## src/rtl/sub_pkg.sv

```systemverilog
// Shared types and sizing helpers for the digit-serial subtractor.
package sub_pkg;

  typedef enum logic [1:0] {
    IDLE = 2'd0,
    RUN  = 2'd1,
    DONE = 2'd2
  } state_t;

  // Number of digits processed per operation.
  function automatic int digits(input int width, input int digit);
    return width / digit;
  endfunction

  // Counter width for n digits; never narrower than one bit.
  function automatic int cnt_width(input int n);
    return (n <= 1) ? 1 : $clog2(n);
  endfunction

endpackage

```

## src/rtl/sub_digit.sv

```systemverilog
// Combinational DIGIT-bit ripple subtractor: d = a - b - bin, bout = borrow out of the top bit.
module sub_digit #(
  parameter int DIGIT = 4
) (
  input  logic [DIGIT-1:0] a,
  input  logic [DIGIT-1:0] b,
  input  logic             bin,
  output logic [DIGIT-1:0] d,
  output logic             bout
);

  logic [DIGIT:0] borrow;

  assign borrow[0] = bin;

  genvar gi;
  generate
    for (gi = 0; gi < DIGIT; gi++) begin : g_bit
      assign d[gi]          = a[gi] ^ b[gi] ^ borrow[gi];
      assign borrow[gi + 1] = (~a[gi] & b[gi]) | (~(a[gi] ^ b[gi]) & borrow[gi]);
    end
  endgenerate

  assign bout = borrow[DIGIT];

endmodule

```

## src/rtl/serial_subtractor.sv

```systemverilog
// Digit-serial subtractor with valid/ready handshakes on both sides.
// Optional signed flags (ovf, neg) are built only when SUB_SIGNED_FLAGS_EN is defined.
module serial_subtractor
  import sub_pkg::*;
#(
  parameter int WIDTH = 16,
  parameter int DIGIT = 4
) (
  input  logic             clk,
  input  logic             rst_n,
  input  logic             in_valid,
  output logic             in_ready,
  input  logic [WIDTH-1:0] a,
  input  logic [WIDTH-1:0] b,
  input  logic             bin,
  output logic             out_valid,
  input  logic             out_ready,
  output logic [WIDTH-1:0] diff,
  output logic             bout
`ifdef SUB_SIGNED_FLAGS_EN
  ,
  output logic             ovf,
  output logic             neg
`endif
);

  localparam int N  = digits(WIDTH, DIGIT);
  localparam int CW = cnt_width(N);
  localparam logic [CW-1:0] LAST = CW'(N - 1);

  state_t           state_reg;
  logic [CW-1:0]    cnt_reg;
  logic [WIDTH-1:0] a_reg;
  logic [WIDTH-1:0] b_reg;
  logic [WIDTH-1:0] diff_reg;
  logic             borrow_reg;
  logic             bout_reg;

  logic [DIGIT-1:0] a_dig;
  logic [DIGIT-1:0] b_dig;
  logic [DIGIT-1:0] d_dig;
  logic             dig_bout;

`ifdef SUB_SIGNED_FLAGS_EN
  logic ovf_reg;
  logic neg_reg;
`endif

  // Operands stay put after capture; the counter selects the active digit.
  assign a_dig = a_reg[int'(cnt_reg) * DIGIT +: DIGIT];
  assign b_dig = b_reg[int'(cnt_reg) * DIGIT +: DIGIT];

  sub_digit #(
    .DIGIT(DIGIT)
  ) u_digit (
    .a    (a_dig),
    .b    (b_dig),
    .bin  (borrow_reg),
    .d    (d_dig),
    .bout (dig_bout)
  );

  always_ff @(posedge clk or negedge rst_n) begin
    if (!rst_n) begin
      state_reg  <= IDLE;
      cnt_reg    <= '0;
      a_reg      <= '0;
      b_reg      <= '0;
      diff_reg   <= '0;
      borrow_reg <= 1'b0;
      bout_reg   <= 1'b0;
`ifdef SUB_SIGNED_FLAGS_EN
      ovf_reg    <= 1'b0;
      neg_reg    <= 1'b0;
`endif
    end else begin
      case (state_reg)
        IDLE: begin
          if (in_valid) begin
            a_reg      <= a;
            b_reg      <= b;
            borrow_reg <= bin;
            cnt_reg    <= '0;
            state_reg  <= RUN;
          end
        end
        RUN: begin
          diff_reg[int'(cnt_reg) * DIGIT +: DIGIT] <= d_dig;
          borrow_reg <= dig_bout;
          if (cnt_reg == LAST) begin
            // Final digit: latch the visible borrow and flags together with the top digit.
            bout_reg  <= dig_bout;
`ifdef SUB_SIGNED_FLAGS_EN
            ovf_reg   <= (a_reg[WIDTH-1] != b_reg[WIDTH-1]) && (d_dig[DIGIT-1] != a_reg[WIDTH-1]);
            neg_reg   <= d_dig[DIGIT-1];
`endif
            state_reg <= DONE;
          end else begin
            cnt_reg <= cnt_reg + CW'(1);
          end
        end
        DONE: begin
          if (out_ready) begin
            state_reg <= IDLE;
          end
        end
        default: begin
          state_reg <= IDLE;
        end
      endcase
    end
  end

  assign in_ready  = (state_reg == IDLE);
  assign out_valid = (state_reg == DONE);
  assign diff      = diff_reg;
  assign bout      = bout_reg;

`ifdef SUB_SIGNED_FLAGS_EN
  assign ovf = ovf_reg;
  assign neg = neg_reg;
`endif

endmodule
```

## config.mk

```make
export PLATFORM = sky130hd
export DESIGN_NAME = serial_subtractor
export DESIGN_NICKNAME = d
export VERILOG_FILES = /design/src/rtl/sub_pkg.sv /design/src/rtl/sub_digit.sv /design/src/rtl/serial_subtractor.sv
export SDC_FILE = /design/constraint.sdc
export NUM_CORES = 1
export LEC_CHECK = 0
export BUFFER_PORTS_ARGS = -buffer_cell sky130_fd_sc_hd__buf_2
export CORE_ASPECT_RATIO = 1.25
export CORE_MARGIN = 2
export CORE_UTILIZATION = 58
export CTS_CLUSTER_DIAMETER = 40
export DETAILED_ROUTE_END_ITERATION = 10
export PLACE_DENSITY = 0.92
export SLEW_MARGIN = 20
export SYNTH_ARGS = -nofsm -noshare
export SYNTH_HDL_FRONTEND = slang
export SYNTH_SLANG_ARGS = --single-unit
export TNS_END_PERCENT = 1
```

## constraint.sdc

```tcl
create_clock -name clk -period 5.9 [get_ports clk]
set_clock_uncertainty 0.2 [all_clocks]
set_input_delay 0.295 -clock clk [delete_from_list [all_inputs] [get_ports clk]]
set_output_delay 0.295 -clock clk [all_outputs]
set_load 0.005 [all_outputs]
```

==> flow_metrics.py <==
metrics = {
    "status": {
        "status": "completed",
    },
    "setup_path": {
        "slowest_delay_ns": 0.85,
        "worstSetupPathType": "reg -> reg",
        "end_kind": "flip-flop",
        "crit_arrival_ns": 3.83,
        "cp_common_cell": "fa_1",
        "cp_max_fo": 18,
        "crit_family": "adder cells",
        "critPathBufInv": 3,
        "path_cells": "mux4_2, inv_1, fa_1, inv_1, fa_1, fa_1, inv_1, fa_1, o41ai_1",
        "worst_ep_required_time_ns": 5.90,
        "cp-start-kind": "flip-flop",
        "crit_slowest_cell": "dfrtp_1",
    },
    "pwr": {
        "total_power_mw": 1.70,
        "pwr_density_cell_nw_per_um2": 564,
        "switching_power_uw": 669,
        "p_leak_nw": 1.45,
        "ir_drop_uv": 271,
        "p_seq_frac": 0.399,
        "p_comb_frac": 0.476,
        "intPower_mw": 1.04,
        "p_clk_frac": 0.124,
        "switching_share": 0.392,
    },
    "synthesis": {
        "yosysUniqueCellTypes": 28,
        "yosysWarningCount": 0,
        "synth_area_per_cell_um2": 13.6,
        "synth_ff_type": "dfrtp_1",
        "synth_edf_count": 0,
        "syn_area_um2": 2590,
        "seq_area_frac_synth": 0.521,
        "synth_fp_nets": 238,
        "synth_seq_cells": 54,
        "synthCells": 191,
        "async_flop_share": 1.00,
    },
    "flow_run": {
        "cap_viol_max_count": 0,
    },
    "detailed_routing": {
        "final_antenna_net_count": 0,
        "drc": 0,
        "vias_per_cell": 5.61,
        "wl_per_cell_um": 15.9,
        "dr.first_iter.drc_count": 150,
        "drtPass1Iterations": 4,
        "finalWirelength_um": 4920,
        "num_vias": 1738,
    },
    "placement": {
        "hpwlAfterDp_um": 3570,
        "dp.cells": 297,
        "port_buffers": 55,
        "place_ws_ns": 2.09,
        "gp_congestion": 0.786,
    },
    "final_layout": {
        "diodes": 0,
        "post-route-util": 0.694,
        "fillCellCount": 302,
        "seq_area_um2": 1350,
        "drive_above_1_share": 0.425,
        "nets": 298,
        "area_growth_pct": 16.6,
        "fin_cells": 310,
        "multi_input_area_um2": 1130,
    },
    "clock_tree": {
        "cts_made_buffers": 5,
        "cts-root-buf": "clkbuf_8",
        "htree_levels": 2,
        "clk_path_buf_depth": 2,
        "clkTransAtPathRegs_ns": 0.09,
        "clock_sinks": 54,
        "cts_tree": "built",
        "clock_latency_ns": 0.31,
    },
    "min_path": {
        "hold_class": "in -> reg",
    },
    "sta": {
        "worstMarginPinSlew_ns": 0.765,
        "finalSetupViolCount": 0,
        "period_needed_ns": 3.83,
        "max_freq_mhz": 261,
        "rsz0062_at_grt": "false",
        "relSlewSlack": 0.490,
        "fin_tns_setup_ns": 0,
        "fin_crit_sh": 0.649,
        "hold_viol_final": 0,
        "slew_viol_final": 0,
        "layout_setup_ws_ns": 2.07,
    },
    "grt": {
        "antenna_found_initial": 0,
        "grt_max_degree": 55,
        "grt_pass1_vias": 1804,
        "grt_pass1_wl_um": 8280,
        "gr-total-overflow": 0,
        "grt_use_total": 0.215,
    },
    "floorplanning": {
        "placementRows": 27,
        "dieArea_um2": 5020,
        "dieHeight_um": 78.8,
        "core-area_um2": 4360,
        "start_util": 0.595,
        "die_x_um": 63.8,
        "io_pins": 56,
    },
}
cells in the mapped netlist, types with 4 or more instances:
library cell	number	area [um2]
dfrtp_1	54	1350
mux2_2	31	349
nand2_1	25	93.8
inv_1	11	41.3
mux4_2	8	180
o31ai_1	8	60.1
ha_1	6	75.1
o21ai_0	6	30.0
o41ai_1	6	52.6
buf_6	5	56.3
fa_1	4	80.1
power groups by stage:
stage | clock network (mW) | logic (mW) | registers [mW]
2_1_floorplan | 0 | 0.668 | 0.611
3_3_place_gp | 0 | 0.762 | 0.680
3_5_place_dp | 0 | 0.805 | 0.691
4_1_cts | 0.215 | 0.808 | 0.684
5_1_grt | 0.233 | 0.893 | 0.706
6_report | 0.212 | 0.812 | 0.680
final timing paths:
check | from | to | slack [ns] | depth (start not counted)
setup / recovery | cnt_reg[0] | diff[7] | 2.07 | 9
hold / removal | a[5] | a_reg[5] | 0.01 | 2
setup reg to reg | cnt_reg[0] | diff[7] | 2.07 | 9
hold reg to reg | diff[2] | diff[2] | 0.28 | 2
max in group asynchronous | rst_n | b_reg[6] | 4.63 | 3
min in group asynchronous | rst_n | diff[13] | 0.42 | 3
cell type report:
type | count | area share
clock buffer | 7 | 0.0286
clock inverter | 1 | 0.00166
inverter | 11 | 0.0137
multi-input combinational | 117 | 0.373
sequential | 54 | 0.447
tap | 58 | 0.0240
timing repair buffer | 62 | 0.113
placed cells by master (no fill, tap or decap), types with 2 or more instances in the layout:
cell           count
inv_1             11
o21ai_0            6
nand2_1           25
fa_1               4
buf_4              2
nand2b_1           3
a21oi_1            3
mux2_1             2
nand3_1            2
dlygate4sd3_1      5
mux2_2            31
o41ai_1            6
dfrtp_1           54
clkbuf_8           6
o31ai_1            8
nand3b_4           3
mux4_2             8
ha_1               6
nor2_1             2
buf_2             55
per-layer routing:
layer	part of all wire	GRT usage	wire length (um)	vias to the layer above
met2	0.53	0.354	2590	59
met4	0.016	0.0913	81	0
met1	0.41	0.271	2020	878
met3	0.046	0.0538	227	5
met5	0	0	0	-
li1	-	-	-	796
worst register-to-register path, stage by stage (launching register included):
cell and delay (ns):
dfrtp_1 0.85, mux4_2 0.60, inv_1 0.10, fa_1 0.18, inv_1 0.05, fa_1 0.37, fa_1 0.37, inv_1 0.08
fa_1 0.49, o41ai_1 0.42
repair_timing:
| action | CTS | global route |
|---|---|---|
| setup buffers | 0 | 0 |
| gates resized for setup | 0 | 0 |
| endpoints found under the hold margin | 56 | 2 |
| hold buffers | 3 | 2 |
kinds of logic (layout without fill, tap and decap cells):
group / after synthesis / after routing / synth area share
AOI/OAI and AO/OA: 25 / 25 / 0.0671
adders and majority gates: 10 / 10 / 0.0598
buffers and inverters: 20 / 81 / 0.0444
DFF: 54 / 54 / 0.521
muxes: 41 / 41 / 0.213
and+or+nand+nor: 41 / 41 / 0.0946
stage by stage:
stage | hold slack, ns | cell area, um2
floorplan | -0.201 | 2590
global placement | 0.246 | 2880
detailed placement | 0.250 | 2880
CTS | 0.00579 | 3000
global route | 0.00249 | 3020
finish | 0.0116 | 3020
(Power assumes the default switching activity.)
